===== src/rtl/ulpi_phy_responder.sv =====
`default_nettype none
// ============================================================================
//  Module   : ulpi_phy_responder
//  Purpose  : PHY-side ULPI endpoint. Owns DIR/NXT, serves register reads and
//             writes from a 64x8 register file, captures transmit packets and
//             injects RXCMD bytes and receive packets from a local source.
//  Revision : 1.0 - initial release
// ============================================================================
module ulpi_phy_responder #(
  parameter int          RESET_CYCLES = 8,
  parameter logic [15:0] VENDOR_ID    = 16'h0424,
  parameter logic [15:0] PRODUCT_ID   = 16'h0009,
  parameter int          NXT_THROTTLE = 0
) (
  input  logic       CLK_60M,
  input  logic       NRST_A_USB,
  input  logic [7:0] ULPI_DATA_I,
  output logic [7:0] ULPI_DATA_O,
  output logic       ULPI_DATA_OE,
  output logic       ULPI_DIR,
  output logic       ULPI_NXT,
  input  logic       ULPI_STP,
  input  logic [7:0] RXCMD_IN,
  input  logic [7:0] RX_DATA,
  input  logic       RX_VALID,
  input  logic       RX_LAST,
  output logic       RX_READY,
  output logic [7:0] TX_DATA,
  output logic       TX_STRB,
  output logic [3:0] TX_PID,
  output logic       TX_END
);

  localparam logic [5:0] c_FUN_CTRL = 6'h04;
  localparam logic [5:0] c_FUN_SET  = 6'h05;
  localparam logic [5:0] c_FUN_CLR  = 6'h06;
  localparam logic [7:0] c_RST_LAST = 8'(RESET_CYCLES - 1);
  localparam logic [7:0] c_THR_LAST = 8'(NXT_THROTTLE - 1);

  typedef enum logic [4:0] {
    S_IDLE    = 5'd0,
    S_W_CMD   = 5'd1,
    S_W_DATA  = 5'd2,
    S_W_STP   = 5'd3,
    S_R_CMD   = 5'd4,
    S_R_TURN  = 5'd5,
    S_R_DATA  = 5'd6,
    S_R_TURN2 = 5'd7,
    S_X_DATA  = 5'd8,
    S_RX_TUP  = 5'd9,
    S_RX_CMD  = 5'd10,
    S_RX_DATA = 5'd11,
    S_RX_TDN  = 5'd12,
    S_C_TUP   = 5'd13,
    S_C_CMD   = 5'd14,
    S_C_TDN   = 5'd15,
    S_RST     = 5'd16
  } state_t;

  state_t     state_q, state_d;
  logic [5:0] addr_q, addr_d;
  logic [7:0] wdata_q, wdata_d;
  logic [7:0] last_rx_q, last_rx_d;
  logic [7:0] rst_cnt_q, rst_cnt_d;
  logic [7:0] thr_cnt_q, thr_cnt_d;
  logic       thr_gap_q, thr_gap_d;
  logic [7:0] tx_data_q, tx_data_d;
  logic       tx_strb_q, tx_strb_d;
  logic [3:0] tx_pid_q, tx_pid_d;
  logic       tx_end_q, tx_end_d;

  logic [7:0] regs_q [64];

  logic [7:0] w_rd_data;
  logic [7:0] w_fc_new;
  logic [7:0] w_fc_wdata;
  logic       w_is_fc;
  logic       w_is_ro;
  logic       w_reg_we;
  logic       w_fc_we;
  logic       w_regs_clr;

  assign w_is_ro = (addr_q < 6'd4);
  assign w_is_fc = (addr_q == c_FUN_CTRL) || (addr_q == c_FUN_SET) || (addr_q == c_FUN_CLR);

  // Register read mux: IDs are constants, set/clear aliases read FUN_CTRL
  always_comb begin
    case (addr_q)
      6'h00:                w_rd_data = VENDOR_ID[7:0];
      6'h01:                w_rd_data = VENDOR_ID[15:8];
      6'h02:                w_rd_data = PRODUCT_ID[7:0];
      6'h03:                w_rd_data = PRODUCT_ID[15:8];
      c_FUN_SET, c_FUN_CLR: w_rd_data = regs_q[c_FUN_CTRL];
      default:              w_rd_data = regs_q[addr_q];
    endcase
  end

  // FUN_CTRL value that a committed write to 0x04/0x05/0x06 would produce
  always_comb begin
    case (addr_q)
      c_FUN_SET: w_fc_new = regs_q[c_FUN_CTRL] | wdata_q;
      c_FUN_CLR: w_fc_new = regs_q[c_FUN_CTRL] & ~wdata_q;
      default:   w_fc_new = wdata_q;
    endcase
  end

  // Next-state and bus output decode
  always_comb begin
    state_d      = state_q;
    addr_d       = addr_q;
    wdata_d      = wdata_q;
    last_rx_d    = last_rx_q;
    rst_cnt_d    = rst_cnt_q;
    thr_cnt_d    = thr_cnt_q;
    thr_gap_d    = 1'b0;
    tx_data_d    = tx_data_q;
    tx_strb_d    = 1'b0;
    tx_pid_d     = tx_pid_q;
    tx_end_d     = 1'b0;
    w_reg_we     = 1'b0;
    w_fc_we      = 1'b0;
    w_fc_wdata   = w_fc_new;
    w_regs_clr   = 1'b0;
    ULPI_DIR     = 1'b0;
    ULPI_DATA_OE = 1'b0;
    ULPI_NXT     = 1'b0;
    ULPI_DATA_O  = 8'h00;
    RX_READY     = 1'b0;

    case (state_q)
      S_IDLE: begin
        // Taking the bus for RX wins; any TXCMD on the bus this cycle is lost
        if (RX_VALID) begin
          state_d = S_RX_TUP;
        end else if (RXCMD_IN != last_rx_q) begin
          state_d = S_C_TUP;
        end else begin
          addr_d    = ULPI_DATA_I[5:0];
          thr_cnt_d = 8'd0;
          case (ULPI_DATA_I[7:6])
            2'b10: state_d = S_W_CMD;
            2'b11: state_d = S_R_CMD;
            2'b01: begin
              state_d  = S_X_DATA;
              tx_pid_d = ULPI_DATA_I[3:0];
            end
            default: state_d = S_IDLE;
          endcase
        end
      end

      S_W_CMD: begin
        ULPI_NXT = 1'b1;
        state_d  = S_W_DATA;
      end

      S_W_DATA: begin
        ULPI_NXT = 1'b1;
        wdata_d  = ULPI_DATA_I;
        state_d  = S_W_STP;
      end

      S_W_STP: begin
        state_d = S_IDLE;
        if (ULPI_STP) begin
          if (w_is_fc) begin
            w_fc_we = 1'b1;
            if (w_fc_new[5]) begin
              // Reset bit: clear everything, keep the rest of FUN_CTRL, drop bit5
              w_regs_clr = 1'b1;
              w_fc_wdata = w_fc_new & 8'hDF;
              last_rx_d  = 8'h00;
              rst_cnt_d  = 8'd0;
              state_d    = S_RST;
            end
          end else if (!w_is_ro) begin
            w_reg_we = 1'b1;
          end
        end
      end

      S_R_CMD: begin
        ULPI_NXT = 1'b1;
        state_d  = S_R_TURN;
      end

      S_R_TURN: begin
        ULPI_DIR = 1'b1;
        state_d  = S_R_DATA;
      end

      S_R_DATA: begin
        ULPI_DIR     = 1'b1;
        ULPI_DATA_OE = 1'b1;
        ULPI_DATA_O  = w_rd_data;
        state_d      = S_R_TURN2;
      end

      S_R_TURN2: begin
        state_d = S_IDLE;
      end

      S_X_DATA: begin
        ULPI_NXT = !thr_gap_q && !ULPI_STP;
        if (ULPI_STP) begin
          tx_end_d = 1'b1;
          state_d  = S_IDLE;
        end else if (!thr_gap_q) begin
          tx_strb_d = 1'b1;
          tx_data_d = ULPI_DATA_I;
          if (NXT_THROTTLE > 0) begin
            if (thr_cnt_q == c_THR_LAST) begin
              thr_cnt_d = 8'd0;
              thr_gap_d = 1'b1;
            end else begin
              thr_cnt_d = thr_cnt_q + 8'd1;
            end
          end
        end
      end

      S_RX_TUP: begin
        ULPI_DIR = 1'b1;
        state_d  = S_RX_CMD;
      end

      S_RX_CMD: begin
        ULPI_DIR     = 1'b1;
        ULPI_DATA_OE = 1'b1;
        ULPI_DATA_O  = RXCMD_IN;
        last_rx_d    = RXCMD_IN;
        state_d      = S_RX_DATA;
      end

      S_RX_DATA: begin
        ULPI_DIR     = 1'b1;
        ULPI_DATA_OE = 1'b1;
        if (RX_VALID) begin
          ULPI_NXT    = 1'b1;
          RX_READY    = 1'b1;
          ULPI_DATA_O = RX_DATA;
          if (RX_LAST) begin
            state_d = S_RX_TDN;
          end
        end else begin
          ULPI_DATA_O = RXCMD_IN;
        end
      end

      S_RX_TDN: begin
        state_d = S_IDLE;
      end

      S_C_TUP: begin
        ULPI_DIR = 1'b1;
        state_d  = S_C_CMD;
      end

      S_C_CMD: begin
        ULPI_DIR     = 1'b1;
        ULPI_DATA_OE = 1'b1;
        ULPI_DATA_O  = RXCMD_IN;
        last_rx_d    = RXCMD_IN;
        state_d      = S_C_TDN;
      end

      S_C_TDN: begin
        ULPI_DIR = 1'b1;
        state_d  = S_IDLE;
      end

      S_RST: begin
        ULPI_DIR = 1'b1;
        if (rst_cnt_q == c_RST_LAST) begin
          state_d = S_IDLE;
        end else begin
          rst_cnt_d = rst_cnt_q + 8'd1;
        end
      end

      default: state_d = S_IDLE;
    endcase
  end

  // Control and transmit-side state registers
  always_ff @(posedge CLK_60M or negedge NRST_A_USB) begin
    if (!NRST_A_USB) begin
      state_q   <= S_IDLE;
      addr_q    <= 6'd0;
      wdata_q   <= 8'h00;
      last_rx_q <= 8'h00;
      rst_cnt_q <= 8'd0;
      thr_cnt_q <= 8'd0;
      thr_gap_q <= 1'b0;
      tx_data_q <= 8'h00;
      tx_strb_q <= 1'b0;
      tx_pid_q  <= 4'h0;
      tx_end_q  <= 1'b0;
    end else begin
      state_q   <= state_d;
      addr_q    <= addr_d;
      wdata_q   <= wdata_d;
      last_rx_q <= last_rx_d;
      rst_cnt_q <= rst_cnt_d;
      thr_cnt_q <= thr_cnt_d;
      thr_gap_q <= thr_gap_d;
      tx_data_q <= tx_data_d;
      tx_strb_q <= tx_strb_d;
      tx_pid_q  <= tx_pid_d;
      tx_end_q  <= tx_end_d;
    end
  end

  // Register file; the FUN_CTRL update lands after a bulk clear
  always_ff @(posedge CLK_60M or negedge NRST_A_USB) begin
    if (!NRST_A_USB) begin
      for (int i = 0; i < 64; i++) begin
        regs_q[i] <= 8'h00;
      end
    end else begin
      if (w_regs_clr) begin
        for (int i = 0; i < 64; i++) begin
          regs_q[i] <= 8'h00;
        end
      end
      if (w_reg_we) begin
        regs_q[addr_q] <= wdata_q;
      end
      if (w_fc_we) begin
        regs_q[c_FUN_CTRL] <= w_fc_wdata;
      end
    end
  end

  assign TX_DATA = tx_data_q;
  assign TX_STRB = tx_strb_q;
  assign TX_PID  = tx_pid_q;
  assign TX_END  = tx_end_q;

endmodule
`default_nettype wire


===== config.mk =====
export PLATFORM = sky130hd
export DESIGN_NAME = ulpi_phy_responder
export DESIGN_NICKNAME = d
export VERILOG_FILES = /design/src/rtl/ulpi_phy_responder.sv
export SDC_FILE = /design/constraint.sdc
export NUM_CORES = 1
export LEC_CHECK = 0
export BUFFER_PORTS_ARGS = -buffer_cell sky130_fd_sc_hd__buf_2
export CORE_UTILIZATION = 61
export CTS_CLUSTER_DIAMETER = 200
export CTS_CLUSTER_SIZE = 24
export DETAILED_ROUTE_END_ITERATION = 12
export PLACE_DENSITY = 0.78
export RECOVER_POWER = 25
export SLEW_MARGIN = 20
export SYNTH_ARGS = -nofsm -noshare
export SYNTH_HDL_FRONTEND = slang
export SYNTH_SLANG_ARGS = --single-unit

===== constraint.sdc =====
create_clock -name CLK_60M -period 6.21 [get_ports CLK_60M]
set_clock_uncertainty 0.05 [all_clocks]
set_input_delay 0.621 -clock CLK_60M [delete_from_list [all_inputs] [get_ports CLK_60M]]
set_output_delay 0.621 -clock CLK_60M [all_outputs]
set_load 0.01 [all_outputs]

==> results of run 1 <==
## sequential cells by signal, indices dropped and copies added (netlist names)
register   count
TX_DATA        8
TX_END         1
TX_PID         4
TX_STRB        1
addr_q         6
last_rx_q      8
regs_q       512
rst_cnt_q      8
state_q        5
wdata_q        8
## cell type report
class | instances | area share
Timing Repair Buffer | 91 | 0.02096
Clock buffer | 31 | 0.02521
Sequential cell | 561 | 0.5132
Multi-Input combinational cell | 1266 | 0.4141
Inverter | 8 | 0.001096
Clock inverter | 2 | 0.0009133
Tap cell | 539 | 0.02461
## how the worst max path moves through the flow
stage	startpoint	endpoint	slack, ns	depth (start not counted)
5_1_grt	addr_q[1]$_DFFE_PN0P_	ULPI_DATA_O[6]	1.05	8
2_1_floorplan	addr_q[0]$_DFFE_PN0P_	ULPI_DATA_O[7]	3.20	8
3_5_place_dp	addr_q[1]$_DFFE_PN0P_	ULPI_DATA_O[6]	1.94	8
3_3_place_gp	addr_q[1]$_DFFE_PN0P_	ULPI_DATA_O[6]	1.94	8
4_1_cts	addr_q[1]$_DFFE_PN0P_	ULPI_DATA_O[6]	1.27	8
6_report	addr_q[1]$_DFFE_PN0P_	ULPI_DATA_O[0]	1.26	8
## stage by stage
stage               power, mW  cells  worst slack (ns)
detailed placement      5.865   2465             1.941
floorplan               5.115   1980             3.202
global route            8.031   2498             1.045
global placement        5.831   2465             1.941
finish                  7.808   2498             1.259
CTS                     7.771   2498             1.270
## layout by cell type, fill, tap and decap left out, types with 8 or more instances in the layout
cell type,Yosys,routed
nor3_1,10,10
mux4_2,82,82
buf_4,14,32
nor2_4,25,25
a221oi_1,11,11
a22oi_1,9,9
and2_1,51,51
o221ai_1,9,9
mux2i_1,84,84
nor2_8,32,32
mux2_2,47,47
nor2_1,67,67
buf_2,23,53
nor2_2,31,31
a21oi_1,37,37
a31oi_1,11,11
o21ai_0,66,66
nand2_1,76,76
nand3_1,16,16
xor2_1,9,9
nor2b_1,10,9
a211oi_1,16,16
dfrtp_1,561,550
clkbuf_16,0,27
a22o_1,458,458
dfrtp_2,0,8
## cell families after synthesis
kind of cell / after synthesis
compound gates: 664
xor+xnor: 16
fa+ha+maj: 1
buf+inv: 153
flops: 561
mux: 213
simple gates: 372
## power groups by stage
stage	Sequential [mW]	Clock, mW	Combinational (mW)
finish	4.10	1.96	1.75
global route	4.12	2.09	1.83
CTS	4.09	1.97	1.71
detailed placement	4.16	0	1.70
global placement	4.15	0	1.68
floorplan	3.94	0	1.17
## routing by layer
| metal | vias up | global-route usage | part of all wire |
|---|---|---|---|
| li1 | 7564 | - | - |
| met3 | 210 | 0.06823 | 0.099 |
| met1 | 9539 | 0.5117 | 0.41 |
| met4 | 0 | 0.1372 | 0.047 |
| met5 | - | 0 | 0 |
| met2 | 1136 | 0.5080 | 0.45 |
==> impl_metrics.csv, run 1 <==
group,metric,value,unit
run_status,status,"finished with violations",
run_status,violations,"hold timing, capacitance limit, slew limit",
sta,worst_pin_slew,3.891,ns
critical_path,critPathCaptureType,"output pin",
run,drv_cap,3,
power_and_ir_drop,internal-power,5.084,mW
route,vias,18450,
sta,hold_slack,-0.01212,ns
synthesis,synthDistinctLibCells,68,
route,drtPass1Iterations,7,
synthesis,post-synth-top-count-cell,"dfrtp_1",
synthesis,synth_warnings,0,
clocking,post_cts_buffers,0,
clocking,cts_root_buf,"clkbuf_16",
clocking,post_cts_resized,0,
critical_path,crit_chain,"buf_4 -> mux2i_1 -> a21oi_1 -> nor3_1 -> o21ai_0 -> nand3_1 -> a31oi_1 -> buf_2",
synthesis,synth_edf_count,0,
critical_path,crit_slowest_cell,"dfrtp_4",
synthesis,synthFlopType,"dfrtp_1",
synthesis,synth_top_family_by_area,"compound AO/OA/AOI/OAI gates",
global_routing,grt.total_usage,0.3458,
clocking,cts.path.max_buffers,3,
floorplanning,die_w,208.6,um
route,wirelength,74040,um
place,io_buffer_count,54,
route,drc,0,
critical_path,worst_path_dominant_cell_family,"compound AO/OA/AOI/OAI gates",
synthesis,muxShareOfSynthArea,0.1235,
clocking,clock_latency,0.61,ns
critical_path,reg2reg_to,"regs_q[321]$_DFF_PN0_",
sta,slew_headroom,-1.594,
floorplanning,die_h,208.6,um
sta,rsz0062_at_grt,"no",
synthesis,synthAdderAreaFrac,0.0004804,
synthesis,synthCells,1980,
route,avgViaCountPerCell,7.386,
global_routing,grt_pass1_vias,18280,
synthesis,avgSynthCellArea,13.15,um2
worst_hold_path,worstHoldPathType,"input pin to async pin",
synthesis,syn_nets,2010,
synthesis,synth-simple-area-share,0.1004,
cells_and_area,register_area,14060,um2
global_routing,grt_max_degree,164,
power_and_ir_drop,p_leak,12.86,nW
cells_and_area,multi_input_area,11340,um2
critical_path,reg2reg_slack,2.05,ns
floorplanning,core,42040,um2
cells_and_area,nets,1985,
floorplanning,num_io_pins,55,
critical_path,cp.required,5.54,ns
floorplanning,dieArea,43530,um2
synthesis,yosys.area.top_type,"dfrtp_1",
critical_path,cpPeakStageDelay,1.07,ns
clocking,cts_tree,"done",
clocking,clock_sinks,561,
sta,max_freq,202.0,MHz
power_and_ir_drop,swShare,0.3489,
route,drt-wirelength-per-cell,29.64,um
synthesis,synth_compound_area_frac,0.2049,
floorplanning,rows,75,
critical_path,cp_max_fo,51,
synthesis,async_flop_share,1.000,
sta,fin_crit_sh,0.7973,
critical_path,cp_num_buf_inv,2,
place,place_area,26710,um2
power_and_ir_drop,p_sw,2.724,mW
critical_path,reg2reg_depth,5,
cells_and_area,n_fill_cell,3109,
clocking,cts-buffers-inserted,27,
sta,setup-tns-final,0,ns
place,hpwlAfterDp,47420,um
synthesis,synthXorXnorAreaFrac,0.005380,
power_and_ir_drop,power_frac_comb,0.224,
cells_and_area,fin_util,0.6517,
cells_and_area,drive_gt1_frac,0.1884,
critical_path,startpoint_type,"register",
global_routing,grt_pass1_wl,115600,um
power_and_ir_drop,p_clk_frac,0.251,
power_and_ir_drop,vdd_drop_max,0.0002864,V
route,dr.first_iter.drc_count,2596,
synthesis,ys_seq_elements,561,
synthesis,synth_top_area_share,0.5390,
clocking,path_clk_slew,0.10,ns
power_and_ir_drop,seq_power_share,0.525,
place,routabilityCongestion,0.9386,
critical_path,arrival,4.28,ns
global_routing,gr-total-overflow,0,
critical_path,r2r-start,"addr_q[1]$_DFFE_PN0P_",
synthesis,ys_seq_area_frac,0.5390,
global_routing,grt_antenna_before_repair,0,
power_and_ir_drop,power_density,285.0,nW/um2
sta,finalHoldViolations,2,
synthesis,synth_common_cells,"561 x dfrtp_1, 458 x a22o_1, 89 x clkbuf_1, 84 x mux2i_1, 82 x mux4_2",
critical_path,worstSetupPathType,"register to output pin",
route,final_antenna_net_count,0,
sta,period_needed,4.951,ns
clocking,htree_levels,1,
cells_and_area,area_growth_syn_to_layout,5.193,%
synthesis,syn_area,26050,um2
cells_and_area,fin_area,27400,um2
sta,slew_viol_final,325,
sta,setup_viol,0,
cells_and_area,diodes,0,
synthesis,synthTopCellsByArea,"dfrtp_1 54%, a22o_1 15%, mux4_2 7.1%",
floorplanning,start_util,0.6196,
clocking,hold_buffers,0,
No activity file was read; power rests on OpenSTA's default activity.
==> inputs of run 2 (changes only) <==
- clock period: 6.21 -> 5.2 ns (I/O delays scaled with it)
==> run 2 against run 1 <==
- the run ends with capacitance limit, slew limit left
- hold slack improved by 0.12 ns
- first-iteration DRC count shrank 11%
- clock power rose by 20%
- global-route usage increased by 0.45 points
- die area stayed put
- critical path type unchanged
- design area up 0.24%
- sequential cell count stayed put
- largest cell class unchanged
- utilization rose by 0.15 points
- non-clock buffer count is 5 higher
- sequential power grew 19%
==> impl_metrics.csv, run 2 (synthesis results as in run 1) <==
group,metric,value,unit
route,final_antenna_net_count,0,
worst_hold_path,hp-start,"RXCMD_IN[3]",
floorplanning,core,42040,um2
cells_and_area,mostFrequentLayoutCells,"550 x dfrtp_1, 458 x a22o_1, 84 x mux2i_1",
sta,fin_crit_sh,0.9579,
worst_hold_path,worstHoldPathType,"input pin to register",
sta,finalHoldViolations,0,
sta,period_needed,4.981,ns
place,io_buffer_count,54,
cells_and_area,area_growth_syn_to_layout,5.443,%
cells_and_area,nets,1990,
global_routing,grt_antenna_before_repair,2,
floorplanning,dieArea,43530,um2
floorplanning,start_util,0.6196,
critical_path,cp_max_fo,42,
clocking,clock_latency,0.61,ns
cells_and_area,drive_gt1_frac,0.1832,
floorplanning,rows,75,
place,routabilityCongestion,0.9662,
critical_path,cp.required,4.63,ns
sta,max_freq,200.8,MHz
cells_and_area,largest_reg_flops,512,
power_and_ir_drop,p_leak,12.85,nW
clocking,cts_tree,"done",
critical_path,worstSetupPathType,"register to output pin",
floorplanning,die_w,208.6,um
floorplanning,die_h,208.6,um
critical_path,reg2reg_to,"regs_q[226]$_DFF_PN0_",
place,hpwlAfterDp,48260,um
critical_path,reg2reg_slack,1.47,ns
global_routing,gr-total-overflow,0,
global_routing,grt_pass1_wl,116100,um
route,wirelength,75040,um
critical_path,startpoint_type,"register",
floorplanning,num_io_pins,55,
critical_path,critPathCaptureType,"output pin",
critical_path,reg2reg_depth,5,
critical_path,r2r-start,"addr_q[0]$_DFFE_PN0P_",
power_and_ir_drop,power_density,341.4,nW/um2
sta,setup_viol,0,
clocking,cts-buffers-inserted,27,
clocking,cts_root_buf,"clkbuf_16",
cells_and_area,multi_input_area,11340,um2
route,drt-wirelength-per-cell,29.96,um
sta,setup-tns-final,0,ns
cells_and_area,layout_commonest_cell,"dfrtp_1",
power_and_ir_drop,vdd_drop_max,0.0003525,V
cells_and_area,n_fill_cell,3027,
critical_path,cp_num_buf_inv,2,
route,vias,18640,
clocking,clock_sinks,561,
clocking,post_cts_buffers,0,
critical_path,crit_slowest_cell,"dfrtp_4",
sta,slew_viol_final,195,
critical_path,crit_chain,"buf_4 -> mux2i_1 -> a221oi_1 -> a21oi_1 -> o21ai_0 -> nand3_1 -> a31oi_1 -> buf_2",
run_status,status,"finished with violations",
cells_and_area,register_area,14060,um2
route,avgViaCountPerCell,7.441,
clocking,htree_levels,1,
route,drc,0,
sta,rsz0062_at_grt,"no",
cells_and_area,regMostFlops,"regs_q",
critical_path,arrival,4.41,ns
critical_path,worst_path_dominant_cell_family,"compound AO/OA/AOI/OAI gates",
sta,slew_headroom,-0.6474,
sta,worst_pin_slew,2.471,ns
route,dr.first_iter.drc_count,2303,
global_routing,grt_pass1_vias,18490,
global_routing,grt.total_usage,0.3504,
run_status,violations,"capacitance limit, slew limit",
run,drv_cap,2,
worst_hold_path,min_to,"last_rx_q[3]$_DFFE_PN0P_",
cells_and_area,fin_util,0.6533,
global_routing,grt_max_degree,125,
worst_hold_path,min_path_cells,3,
clocking,post_cts_resized,0,
clocking,path_clk_slew,0.10,ns
critical_path,cpPeakStageDelay,0.97,ns
clocking,cts.path.max_buffers,3,
route,drtPass1Iterations,8,
[run 2: cell types whose count changed in the layout (fill, tap and decap cells not counted), moves of 3 or more]
cell	delta
buf_4	+3
buf_2	-14
clkbuf_1	+14
buf_12	+3
[run 2: final cells by class]
class                      instances  share of cell area
clock inverter                     2           0.0009112
timing repair buffer              96             0.02305
sequential                       561              0.5119
tap                              539             0.02456
multi-input combinational       1266              0.4131
inverter                           8            0.001093
clock buffer                      32             0.02528
antenna                            1          0.00009112
[run 2: layer usage]
metal  track usage  wire [um]  vias up
met1        0.5022      30230     9658
met4        0.1569       4083        2
li1              -          -     7575
met3       0.07815       7461      229
met5             0         94        -
met2        0.5178      33170     1176
[run 2: worst max path at each step]
stage / cells after the start / to / start
floorplan: 8 / ULPI_DATA_O[7] / addr_q[0]$_DFFE_PN0P_
global placement: 8 / ULPI_DATA_O[0] / addr_q[1]$_DFFE_PN0P_
detailed placement: 8 / ULPI_DATA_O[0] / addr_q[1]$_DFFE_PN0P_
CTS: 8 / ULPI_DATA_O[0] / addr_q[1]$_DFFE_PN0P_
global route: 8 / ULPI_DATA_O[4] / addr_q[0]$_DFFE_PN0P_
finish: 8 / ULPI_DATA_O[0] / addr_q[1]$_DFFE_PN0P_
[run 2: repair_timing]
item	4_1_cts	5_1_grt
endpoints found under the hold margin	81	0
setup endpoints to repair	0	0
hold buffers	1	0
[run 2: power breakdown]
group	internal, mW	total, mW	switching, mW
clock network	0.955	2.36	1.41
logic	0.573	2.13	1.55
registers	4.54	4.89	0.347
[run 2: through the flow]
| stage | std cells | instance area [um2] | hold WS, ns | setup WS (ns) | power [mW] |
|---|---|---|---|---|---|
| 2_1_floorplan | 1980 | 26050 | 0.1744 | 2.293 | 6.109 |
| 3_3_place_gp | 2469 | 26760 | 0.4132 | 1.039 | 6.958 |
| 3_5_place_dp | 2469 | 26760 | 0.4164 | 1.122 | 7.010 |
| 4_1_cts | 2504 | 27490 | 0.09811 | 0.4510 | 9.298 |
| 5_1_grt | 2504 | 27460 | 0.1263 | 0.1866 | 9.621 |
| 6_report | 2505 | 27460 | 0.1039 | 0.2187 | 9.376 |
[run 2: worst min-delay path: cells and delay by family]
family | cells | cell delay [ns]
buffers and inverters | 1 | 0.11
AO/OA/AOI/OAI | 1 | 0.06
AND/OR/NAND/NOR | 1 | 0.04
